--- src/rtl/tick_sched_pkg.sv ---
// Shared definitions for the tick scheduler: config FSM states, the channel
// index width helper and the period code that switches a channel off.
package tick_sched_pkg;

  // Config port handshake states
  typedef enum logic [1:0] {
    ST_IDLE = 2'd0,
    ST_PEND = 2'd1,
    ST_DONE = 2'd2
  } cfg_state_t;

  // A programmed period of zero disables the channel
  localparam int PERIOD_DISABLE = 0;

  // Channel index width: clog2 of the channel count, never less than one bit
  function automatic int ch_width(input int n);
    return (n > 2) ? $clog2(n) : 1;
  endfunction

endpackage

--- src/rtl/tick_channel.sv ---
// One derived tick/clock channel. It counts base-tick wrap strobes and emits a
// registered tick every `period` strobes, toggling its square wave on each tick.
// The owner loads a new period or disables the channel; `wrap` tells the owner
// that the coming edge is this channel's tick edge so reprogramming can land
// exactly on a period boundary.
module tick_channel
  import tick_sched_pkg::*;
#(
  parameter int PER_W = 16
) (
  input  logic             clock_in,
  input  logic             reset,
  input  logic             base_wrap,
  input  logic             load,
  input  logic             dis,
  input  logic [PER_W-1:0] load_period,
  output logic             tick,
  output logic             square,
  output logic             active,
  output logic             wrap
);

  logic [PER_W-1:0] period;
  logic [PER_W-1:0] count;

  assign active = (period != PER_W'(PERIOD_DISABLE));

  // The counter sits at period-1 on the base strobe that closes a period
  assign wrap = base_wrap && active && (count == period - PER_W'(1));

  // Period register and position counter; a load restarts the count so the
  // new period is measured from the edge it lands on
  always_ff @(posedge clock_in or posedge reset) begin
    if (reset) begin
      period <= '0;
      count  <= '0;
    end else if (dis) begin
      period <= PER_W'(PERIOD_DISABLE);
      count  <= '0;
    end else if (load) begin
      period <= load_period;
      count  <= '0;
    end else if (base_wrap && active) begin
      count <= wrap ? '0 : count + PER_W'(1);
    end
  end

  // Registered tick and square wave; a load on the tick edge keeps the tick
  // of the old period, while a disable parks the square wave low
  always_ff @(posedge clock_in or posedge reset) begin
    if (reset) begin
      tick   <= 1'b0;
      square <= 1'b0;
    end else if (dis) begin
      tick   <= 1'b0;
      square <= 1'b0;
    end else begin
      tick <= wrap;
      if (wrap) begin
        square <= ~square;
      end
    end
  end

endmodule

--- src/rtl/tick_scheduler.sv ---
// Shared slow time base: a single prescaler produces a base tick every
// PRESCALE clocks and NUM_CH channels derive their own ticks and square waves
// from it. Channel periods are reprogrammed through a valid/ready port; a
// change to a running channel waits for that channel's next tick edge so its
// output never sees a shortened or stretched period.
module tick_scheduler
  import tick_sched_pkg::*;
#(
  parameter int PRESCALE = 25000000,
  parameter int NUM_CH   = 4,
  parameter int PER_W    = 16
) (
  input  logic                        clock_in,
  input  logic                        reset,
  input  logic                        cfg_valid,
  output logic                        cfg_ready,
  input  logic [ch_width(NUM_CH)-1:0] cfg_ch,
  input  logic [PER_W-1:0]            cfg_period,
  output logic                        cfg_done,
  output logic                        cfg_err,
  output logic                        base_tick,
  output logic [NUM_CH-1:0]           ch_tick,
  output logic [NUM_CH-1:0]           ch_clk,
  output logic [NUM_CH-1:0]           ch_active
);

  localparam int CH_W = ch_width(NUM_CH);
  localparam int PS_W = $clog2(PRESCALE);

  // Prescaler
  logic [PS_W-1:0] ps_count;
  logic            ps_wrap;

  // Config FSM and holding registers
  cfg_state_t       state;
  cfg_state_t       state_next;
  logic [CH_W-1:0]  ch_hold;
  logic [PER_W-1:0] period_hold;
  logic             err_hold;
  logic             accept;
  logic             pending;
  logic             is_disable;
  logic             sel_active;
  logic             sel_wrap;
  logic             apply;

  // Per-channel control and status
  logic [NUM_CH-1:0] sel_vec;
  logic [NUM_CH-1:0] wrap_vec;
  logic [NUM_CH-1:0] load_vec;
  logic [NUM_CH-1:0] dis_vec;

  assign ps_wrap = (ps_count == PS_W'(PRESCALE - 1));

  // Free-running prescaler counting 0..PRESCALE-1
  always_ff @(posedge clock_in or posedge reset) begin
    if (reset) begin
      ps_count <= '0;
    end else begin
      ps_count <= ps_wrap ? '0 : ps_count + PS_W'(1);
    end
  end

  // Base tick is the registered wrap strobe, so it lines up with channel ticks
  always_ff @(posedge clock_in or posedge reset) begin
    if (reset) begin
      base_tick <= 1'b0;
    end else begin
      base_tick <= ps_wrap;
    end
  end

  assign accept = cfg_valid && cfg_ready;

  // Request capture; the port is ignored until the FSM returns to IDLE
  always_ff @(posedge clock_in or posedge reset) begin
    if (reset) begin
      ch_hold     <= '0;
      period_hold <= '0;
      err_hold    <= 1'b0;
    end else if (accept) begin
      ch_hold     <= cfg_ch;
      period_hold <= cfg_period;
      err_hold    <= (int'(cfg_ch) >= NUM_CH);
    end
  end

  // Decode of the held request against the target channel's state
  assign pending    = (state == ST_PEND) && !err_hold;
  assign is_disable = (period_hold == PER_W'(PERIOD_DISABLE));
  assign sel_active = |(ch_active & sel_vec);
  assign sel_wrap   = |(wrap_vec & sel_vec);

  // A held request completes at once unless it must wait for a running
  // channel's tick edge
  assign apply = (state == ST_PEND) &&
                 (err_hold || is_disable || !sel_active || sel_wrap);

  // FSM state register
  always_ff @(posedge clock_in or posedge reset) begin
    if (reset) begin
      state <= ST_IDLE;
    end else begin
      state <= state_next;
    end
  end

  // FSM next state and handshake outputs
  always_comb begin
    state_next = state;
    cfg_ready  = 1'b0;
    cfg_done   = 1'b0;
    cfg_err    = 1'b0;
    case (state)
      ST_IDLE: begin
        cfg_ready = 1'b1;
        if (cfg_valid) begin
          state_next = ST_PEND;
        end
      end
      ST_PEND: begin
        if (apply) begin
          state_next = ST_DONE;
        end
      end
      ST_DONE: begin
        cfg_done   = 1'b1;
        cfg_err    = err_hold;
        state_next = ST_IDLE;
      end
      default: begin
        state_next = ST_IDLE;
      end
    endcase
  end

  genvar gi;
  generate
    for (gi = 0; gi < NUM_CH; gi++) begin : g_ch
      assign sel_vec[gi] = (ch_hold == CH_W'(gi));

      // Idle channels load immediately; running ones load on their tick edge
      assign load_vec[gi] = pending && sel_vec[gi] && !is_disable &&
                            (!ch_active[gi] || wrap_vec[gi]);
      assign dis_vec[gi]  = pending && sel_vec[gi] && is_disable;

      tick_channel #(
        .PER_W(PER_W)
      ) u_ch (
        .clock_in    (clock_in),
        .reset       (reset),
        .base_wrap   (ps_wrap),
        .load        (load_vec[gi]),
        .dis         (dis_vec[gi]),
        .load_period (period_hold),
        .tick        (ch_tick[gi]),
        .square      (ch_clk[gi]),
        .active      (ch_active[gi]),
        .wrap        (wrap_vec[gi])
      );
    end
  endgenerate

endmodule

--- config.mk ---
export PLATFORM = sky130hd
export DESIGN_NAME = tick_scheduler
export DESIGN_NICKNAME = d
export VERILOG_FILES = /design/src/rtl/tick_sched_pkg.sv /design/src/rtl/tick_channel.sv /design/src/rtl/tick_scheduler.sv
export SDC_FILE = /design/constraint.sdc
export NUM_CORES = 1
export LEC_CHECK = 0
export CAP_MARGIN = 30
export CORE_MARGIN = 2
export CORE_UTILIZATION = 50
export DETAILED_ROUTE_END_ITERATION = 16
export PLACE_DENSITY = 0.75
export SKIP_LAST_GASP = 1
export SLEW_MARGIN = 40
export SYNTH_ARGS = -nofsm -noshare
export SYNTH_HDL_FRONTEND = slang
export SYNTH_SLANG_ARGS = --single-unit
--- constraint.sdc ---
create_clock -name clock_in -period 7.95 [get_ports clock_in]
set_input_delay 1.9875 -clock clock_in [delete_from_list [all_inputs] [get_ports clock_in]]
set_output_delay 1.9875 -clock clock_in [all_outputs]
set_load 0.02 [all_outputs]
==> run metrics, run 1 <==
grt ovf 0; net switching share of the total power 0.393; postcts setup bufs 0; largest net degree at the start of global routing 85; Crit Path Class reg -> out; CP max-delay cell nor3_1; share of layout cells above drive strength 1 0.0636; first-pass GRT wire length 44.9 mm; CP Depth 4; Crit path max-delay family simple AND/OR/NAND/NOR gates; first-pass iteration count of the detailed router 5; Fin. Hold Viols 0; maxcap violations 0; mux contribution to synthesized area 0.0456; IO Count 37; crit path DAT 2.81 ns; clock buffer depth 2; fill count 1918; # DRC 0; Mapped Nets about 1300; CP cell instances nor3_1, nand4_1, or3_1, clkdlybuf4s50_1; Post-Route Skew 0.0181 ns; Hold Crit Class reg -> reg; library cells used by synthesis 78; max frequency 0.208 GHz; adder-cell area share of the yosys netlist 0.0147; Area contributors post-synth dfrtp_1 (41%), xnor2_1 (5.4%), nand2_1 (4.4%), nor2_1 (4.0%), nand3_1 (3.4%); sequential share of power 0.396; Simple-Gate Fraction of Synth Area 0.271; power per cell area 282 nW/um^2; Max Slew Vio Count 0; Core Rows 54; Initial Utilization 0.508; Mapped Avg Cell Area 8.78 sq um; Avg WL per Cell about 18 um; post_cts resized 0; Mapped Cells 1264; clock latency on the worst-skew pair between 0.4 and 0.5 ns; Startpoint Class flop; M2 GR Usage 0.376; number of I/O port buffers 35; CTS tree done; count leader, synth dfrtp_1; Mapped Area 11100 sq um; Tot Pwr 3.45 mW; Compound-Gate Fraction of Synth Area 0.129; initial antenna violation count 0; CTS Hold Bufs 0; Via Count around 9400; routing usage on met1 0.318; Max H-tree Level 4; Root Buffer clkbuf_16; number of diodes 0; NetSw roughly 1.4 mW; worst hold margin 0.491 ns; Comb pwr share 0.345; setup violators final 0; RSZ-0062 raised after global routing no; Final min period 4.80 ns; GR Util met3 0.0493; 1st-iter DRT viols 855; Worst Max-Slew Pin Slew 0.779 ns; Synth top cells by count dfrtp_1 (182), nand2_1 (129), nor2_1 (117); Post-DRT Antenna Nets 0; Worst Path Buf+Inv 1; Final period util 0.604; die area 23400 sq um; Die Wd 153 um; Min-Delay Path Depth 1; total routed wirelength between 20 and 30 mm; Reg2Reg Depth 11; # nets final around 1300; core area 21800 sq um; maximum fanout along the worst path 7; total track usage 0.235; register area share after synthesis 0.410; relative slew slack 0.479; Synth Area in XOR/XNOR 0.0829; vias in the first global route slightly below 9000; ys async rst share 1.00; ys flop type dfrtp_1; peak supply drop around 0.17 mV; DP HPWL between 15 and 20 mm; largest family of logic cells by synthesized area simple AND/OR/NAND/NOR gates; clk sinks between 150 and 200; die height 153 um; synth-to-layout area growth 10.3%; status finished, final reports clean; clock power share 0.259; register bit total from synthesis about 180; GP Congestion 0.911; setup TNS 0 ns; Warnings, synthesis 0; Critical Path Sink Type primary output; Num CTS Buffers 17; GRT Max-Usage Layer met2; P_int 2.09 mW; clk slew on worst S/H paths 0.07 ns; vias per cell 6.06; Leak Pwr between 5 and 6 nW; area leader, netlist dfrtp_1; Worst path max stage delay 0.60 ns; post-synth top area share 0.410; Post-synth EDFFs 0; Worst Path Required roughly 6.0 ns
==> registers in the layout, indices dropped and copies added, names as in the netlist <==
name,cells
base_tick,1
ch_hold,2
g_ch.u_ch.count,64
g_ch.u_ch.period,64
g_ch.u_ch.square,4
g_ch.u_ch.tick,4
period_hold,16
ps_count,25
state,2
==> cells by family (layout without fill, tap and decap cells) <==
logic type	after synthesis	count (layout)
other cells	1	1
mux	49	49
flops	182	182
compound gates	221	221
xor+xnor	105	105
fa+ha+maj	13	13
simple gates	573	573
buf+inv	120	129
==> through the flow <==
| stage | util | setup slack (ns) | area, sq um | instances |
|---|---|---|---|---|
| 5_1_grt | 0.561 | 2.98 | 12200 | 1553 |
| 2_1_floorplan | - | 1.02 | 11100 | 1264 |
| 3_3_place_gp | 0.530 | 3.53 | 11600 | 1521 |
| 3_5_place_dp | 0.532 | 3.51 | 11600 | 1521 |
| 4_1_cts | 0.560 | 3.02 | 12200 | 1553 |
| 6_report | 0.561 | 3.15 | 12200 | 1553 |
==> power groups by stage <==
stage | Combinational [mW] | Sequential (mW) | Clock [mW]
floorplan | 0.965 | 1.22 | 0
global placement | 1.11 | 1.35 | 0
detailed placement | 1.15 | 1.36 | 0
CTS | 1.17 | 1.34 | 0.903
global route | 1.31 | 1.38 | 0.939
finish | 1.19 | 1.36 | 0.892
==> cell usage in the layout, fill, tap and decap left out, types with 15 or more instances in the layout <==
master           instances
and3_1                  34
nand4_1                 30
nand3_1                 76
o21ai_1                 31
xor2_1                  37
clkdlybuf4s50_1         35
clkbuf_16               17
o21ai_0                 68
nor4_1                  20
xnor2_1                 68
or3_1                   17
inv_1                   52
dfrtp_1                182
and2_1                  15
mux2i_1                 37
nand2_1                129
a21oi_1                 31
nor2_1                 116
nor3_1                  29
nand3b_1                23
==> worst paths after layout <==
| check | start | endpoint | slack (ns) |
|---|---|---|---|
| max | g_ch[1].u_ch.period[6] | ch_active[1] | 3.15 |
| min | ps_count[4] | ps_count[4] | 0.49 |
| max reg2reg | g_ch[0].u_ch.period[0] | g_ch[0].u_ch.period[2] | 3.58 |
| min reg2reg | ps_count[4] | ps_count[4] | 0.49 |
| max in group asynchronous | reset | g_ch[0].u_ch.period[7] | 4.70 |
| min in group asynchronous | reset | g_ch[0].u_ch.count[11] | 2.02 |
==> per-layer routing <==
| metal | share of wire | vias to the layer above |
|---|---|---|
| met5 | 0 | - |
| met4 | 0.024 | 0 |
| met3 | 0.053 | 51 |
| met2 | 0.48 | 261 |
| met1 | 0.45 | 4609 |
| li1 | - | 4488 |
==> area by class of cell <==
type | instances | area (sq um) | share of cell area
multi-input combinational | 962 | 6090 | 0.498
sequential | 182 | 4550 | 0.372
clock buffer | 20 | 467 | 0.0381
timing repair buffer | 44 | 418 | 0.0342
tap | 280 | 350 | 0.0286
inverter | 53 | 206 | 0.0169
clock inverter | 12 | 148 | 0.0121
Power figures use the tool's default switching activity.
==> inputs of run 2 (changes only) <==
Clock period 7.95 ns to 4.5 ns, I/O delays scaled along.
==> run metrics, run 2 (synthesis results as in run 1) <==
Final period util 0.876; max frequency 0.254 GHz; routing usage on met1 0.315; Leak Pwr 5.34 nW; Fin. Hold Viols 0; worst hold margin 0.492 ns; CTS tree done; GR Util met3 0.0431; largest registers g_ch.u_ch.count: 64 flops, g_ch.u_ch.period: 64 flops, ps_count: 25 flops; CTS Hold Bufs 0; grt ovf 0; Reg2Reg Depth 12; Final min period 3.94 ns; clk slew on worst S/H paths 0.06 ns; Die Wd between 150 and 200 um; die area 23400 sq um; most frequent cells in the layout dfrtp_1 (182), nand2_1 (129), nor2_1 (117); Reg2Reg Launch Point g_ch[0].u_ch.period[0]; Worst Max-Slew Pin Slew just under 0.9 ns; peak supply drop between 0.2 and 0.3 mV; Num CTS Buffers 17; clk sinks 182; setup TNS 0 ns; die height 153 um; crit path DAT 2.82 ns; DP HPWL 19.8 mm; fill count 1931; Max H-tree Level 4; 1st-iter DRT viols slightly above 800; Hold Crit Endpoint ps_count[0]; Crit Path Class reg -> out; synth-to-layout area growth 11.0%; RSZ-0062 raised after global routing no; Worst path max stage delay 0.62 ns; Worst Path Required about 3.4 ns; post_cts resized 0; power per cell area 494 nW/um^2; clock latency on the worst-skew pair 0.44 ns; initial antenna violation count 0; vias in the first global route 8913; status finished, final reports clean; largest net degree at the start of global routing 64; maxcap violations 0; total track usage 0.235; postcts setup bufs 0; Root Buffer clkbuf_16; setup violators final 0; Max Slew Vio Count 0; first-pass iteration count of the detailed router 5; first-pass GRT wire length 44.7 mm; R2R Setup Slk 0.57 ns; core area 21800 sq um; Avg WL per Cell 17.6 um; GP Congestion 0.910; GRT Max-Usage Layer met2; relative slew slack 0.419; reg2reg end g_ch[0].u_ch.period[4]; number of diodes 0; CP max-delay cell clkdlybuf4s50_1; # DRC 0; clock buffer depth 2; total routed wirelength 27.5 mm; Via Count 9498; number of I/O port buffers 35; Min-Delay Path Depth 1; Initial Utilization 0.508; Critical Path Sink Type primary output; Startpoint Class flop; Post-DRT Antenna Nets 0; vias per cell slightly above 6; Hold Crit Class reg -> reg; M2 GR Usage 0.378; share of layout cells above drive strength 1 0.0646; min-delay src ps_count[0]; # nets final 1305; commonest non-fill, non-tap cell in the layout dfrtp_1; IO Count 37; maximum fanout along the worst path 6; Post-Route Skew 0.00922 ns; Core Rows 54; CP cell instances or3_1, nor4_1, nand3_1, clkdlybuf4s50_1
==> run 2: changes by cell type in the layout (fill, tap and decap cells not counted), sizes merged <==
| cell | delta |
|---|---|
| clkinv | -4 |
| clkinvlp | +2 |
| buf | +11 |
| clkbuf | +4 |
| inv | -3 |
| bufinv | +1 |
==> run 2: critical path, delay by kind of cell, from the launching register on <==
family	cells	cell delay (ns)
DFF	1	0.45
buffers and inverters	1	0.62
and+or+nand+nor	3	1.32
==> run 2: area by class of cell <==
type                            instances  area [sq um]  share of cell area
Clock buffer                           24           462              0.0375
Clock inverter                          8           148              0.0120
Inverter                               53           203              0.0165
Multi-Input combinational cell        962          6060               0.492
Sequential cell                       182          4550               0.370
Tap cell                              280           350              0.0284
Timing Repair Buffer                   55           541              0.0439
==> run 2: metal layers <==
metal | vias up | routed length [um]
met5 | - | 0
met4 | 0 | 883
met1 | 4632 | 12100
li1 | 4516 | -
met3 | 58 | 1560
met2 | 292 | 13000
==> run 2: how the worst max path moves through the flow <==
| stage | start | endpoint |
|---|---|---|
| 3_5_place_dp | ps_count[7] | g_ch[2].u_ch.period[1] |
| 6_report | g_ch[3].u_ch.period[11] | ch_active[3] |
| 3_3_place_gp | ps_count[7] | g_ch[2].u_ch.count[0] |
| 5_1_grt | g_ch[0].u_ch.period[0] | g_ch[0].u_ch.period[4] |
| 4_1_cts | g_ch[3].u_ch.period[11] | ch_active[3] |
| 2_1_floorplan | reset | base_tick |
==> run 2: through the flow <==
step	power (mW)	util	cell area [sq um]	instances	worst slack [ns]
CTS	6.06	0.564	12300	1564	0.540
global route	6.42	0.564	12300	1564	0.341
floorplan	3.86	-	11100	1264	1.04
global placement	4.39	0.534	11700	1530	0.839
detailed placement	4.46	0.536	11700	1532	0.691
finish	6.09	0.564	12300	1564	0.556
==> run 2: where the power goes <==
group          total (mW)  switching (mW)  leakage [nW]  internal [mW]
Clock                1.58           0.635         0.285          0.945
Combinational        2.12            1.21          2.65          0.907
Sequential           2.39           0.498          2.40           1.90
Total                6.09            2.34          5.34           3.75
==> inputs of run 3 (changes only) <==
Settings changed: MAX_ROUTING_LAYER from default to met4.
==> run metrics, run 3 (synthesis results as in run 1) <==
# DRC 0; RSZ-0062 raised after global routing no; NetSw 2.34 mW; reg2reg end g_ch[0].u_ch.period[4]; Tot Pwr 6.09 mW; Core Rows 54; grt ovf 0; net switching share of the total power 0.385; Num CTS Buffers 17; CTS tree done; most frequent cells in the layout dfrtp_1 (182), nand2_1 (129), nor2_1 (117); Final min period ~4 ns; Post-DRT Antenna Nets 0; Hold Crit Class reg -> reg; fill count approximately 1900; largest net degree at the start of global routing 64; die area 23400 sq um; clk sinks ~180; Via Count 9495; Max H-tree Level 4; max frequency approximately 0.25 GHz; Comb pwr share 0.348; 1st-iter DRT viols 852; Root Buffer clkbuf_16; vias per cell roughly 6.1; # nets final 1305; first-pass iteration count of the detailed router 5; Reg2Reg Depth 12; Initial Utilization 0.508; IO Count 37; setup TNS 0 ns; Startpoint Class flop; Final period util 0.886; postcts setup bufs 0; Worst Max-Slew Pin Slew around 0.89 ns; largest registers g_ch.u_ch.count: 64 flops, g_ch.u_ch.period: 64 flops, ps_count: 25 flops; share of layout cells above drive strength 1 0.0646; final core occ 0.564; die height 153 um; power per cell area 495 nW/um^2; Crit Path Class reg -> out; met1 wire length 12.1 mm; initial antenna violation count 0; clk slew on worst S/H paths 0.06 ns; met2 wire length 12.8 mm; Post-Route Skew 0.0146 ns; number of diodes 0; commonest non-fill, non-tap cell in the layout dfrtp_1; Worst Path Required 3.38 ns; total routed wirelength 27.4 mm; GP Congestion approximately 0.93; status finished, final reports clean; clock latency on the worst-skew pair 0.44 ns; worst setup path start g_ch[3].u_ch.period[11]; total track usage 0.242; DP HPWL 19.8 mm; maximum fanout along the worst path 6; Leak Pwr 5.34 nW; synth-to-layout area growth 11.0%; maxcap violations 0; Critical Path Sink Type primary output; R2R Setup Slk between 0.5 and 0.6 ns; clock buffer depth 2; peak supply drop 0.256 mV; CTS Hold Bufs 0; critical path endpoint ch_active[3]; setup violators final 0; Die Wd between 150 and 200 um; Reg2Reg Launch Point g_ch[0].u_ch.period[0]; post_cts resized 0; first-pass GRT wire length 44.8 mm; relative slew slack 0.401; clock power share 0.259; Top Metal Used met4; P_int ~3.7 mW; Fin. Hold Viols 0; core area 21800 sq um; vias in the first global route 8885; number of I/O port buffers 35; sequential share of power 0.393; crit path DAT 2.86 ns; Max Slew Vio Count 0; wire length on met3 1.45 mm; Avg WL per Cell 17.5 um
-- run 3: worst min-delay path by stage --
| stage | from | endpoint | slack (ns) | depth (start not counted) |
|---|---|---|---|---|
| 2_1_floorplan | ps_count[0] | ps_count[0] | 0.45 | 1 |
| 6_report | ps_count[0] | ps_count[0] | 0.49 | 1 |
| 3_5_place_dp | ps_count[23] | ps_count[23] | 0.48 | 1 |
| 3_3_place_gp | ps_count[0] | ps_count[0] | 0.47 | 1 |
| 4_1_cts | ps_count[0] | ps_count[0] | 0.50 | 1 |
| 5_1_grt | ps_count[0] | ps_count[0] | 0.51 | 1 |
-- run 3: routing by layer --
layer / track usage / up-vias
li1: - / 4512
met1: 0.318 / 4607
met2: 0.377 / 301
met3: 0.0374 / 75
met4: 0.104 / 0
met5: - / -
-- run 3: final cells by class --
class                           count  area, sq um  share of cell area
Clock buffer                       24          462              0.0375
Clock inverter                      8          148              0.0120
Inverter                           53          203              0.0165
Multi-Input combinational cell    962         6060               0.492
Sequential cell                   182         4550               0.370
Tap cell                          280          350              0.0284
Timing Repair Buffer               55          541              0.0439
-- run 3: power by group through the flow --
| stage | Clock, mW | Combinational, mW | Sequential (mW) |
|---|---|---|---|
| 3_5_place_dp | 0 | 2.06 | 2.40 |
| 2_1_floorplan | 0 | 1.71 | 2.15 |
| 3_3_place_gp | 0 | 1.99 | 2.39 |
| 6_report | 1.58 | 2.12 | 2.39 |
| 4_1_cts | 1.60 | 2.09 | 2.37 |
| 5_1_grt | 1.67 | 2.33 | 2.43 |
-- run 3: critical path, stage by stage (launching register included) --
cell,delay [ns]
dfrtp_1,0.45
or3_1,0.44
nor4_1,0.60
nand3_1,0.31
clkdlybuf4s50_1,0.62
-- run 3: through the flow --
| step | instances | worst slack (ns) | instance area [sq um] | hold WS, ns |
|---|---|---|---|---|
| CTS | 1564 | 0.540 | 12300 | 0.497 |
| global placement | 1530 | 0.839 | 11700 | 0.472 |
| detailed placement | 1532 | 0.691 | 11700 | 0.483 |
| global route | 1564 | 0.340 | 12300 | 0.512 |
| finish | 1564 | 0.515 | 12300 | 0.492 |
| floorplan | 1264 | 1.04 | 11100 | 0.455 |
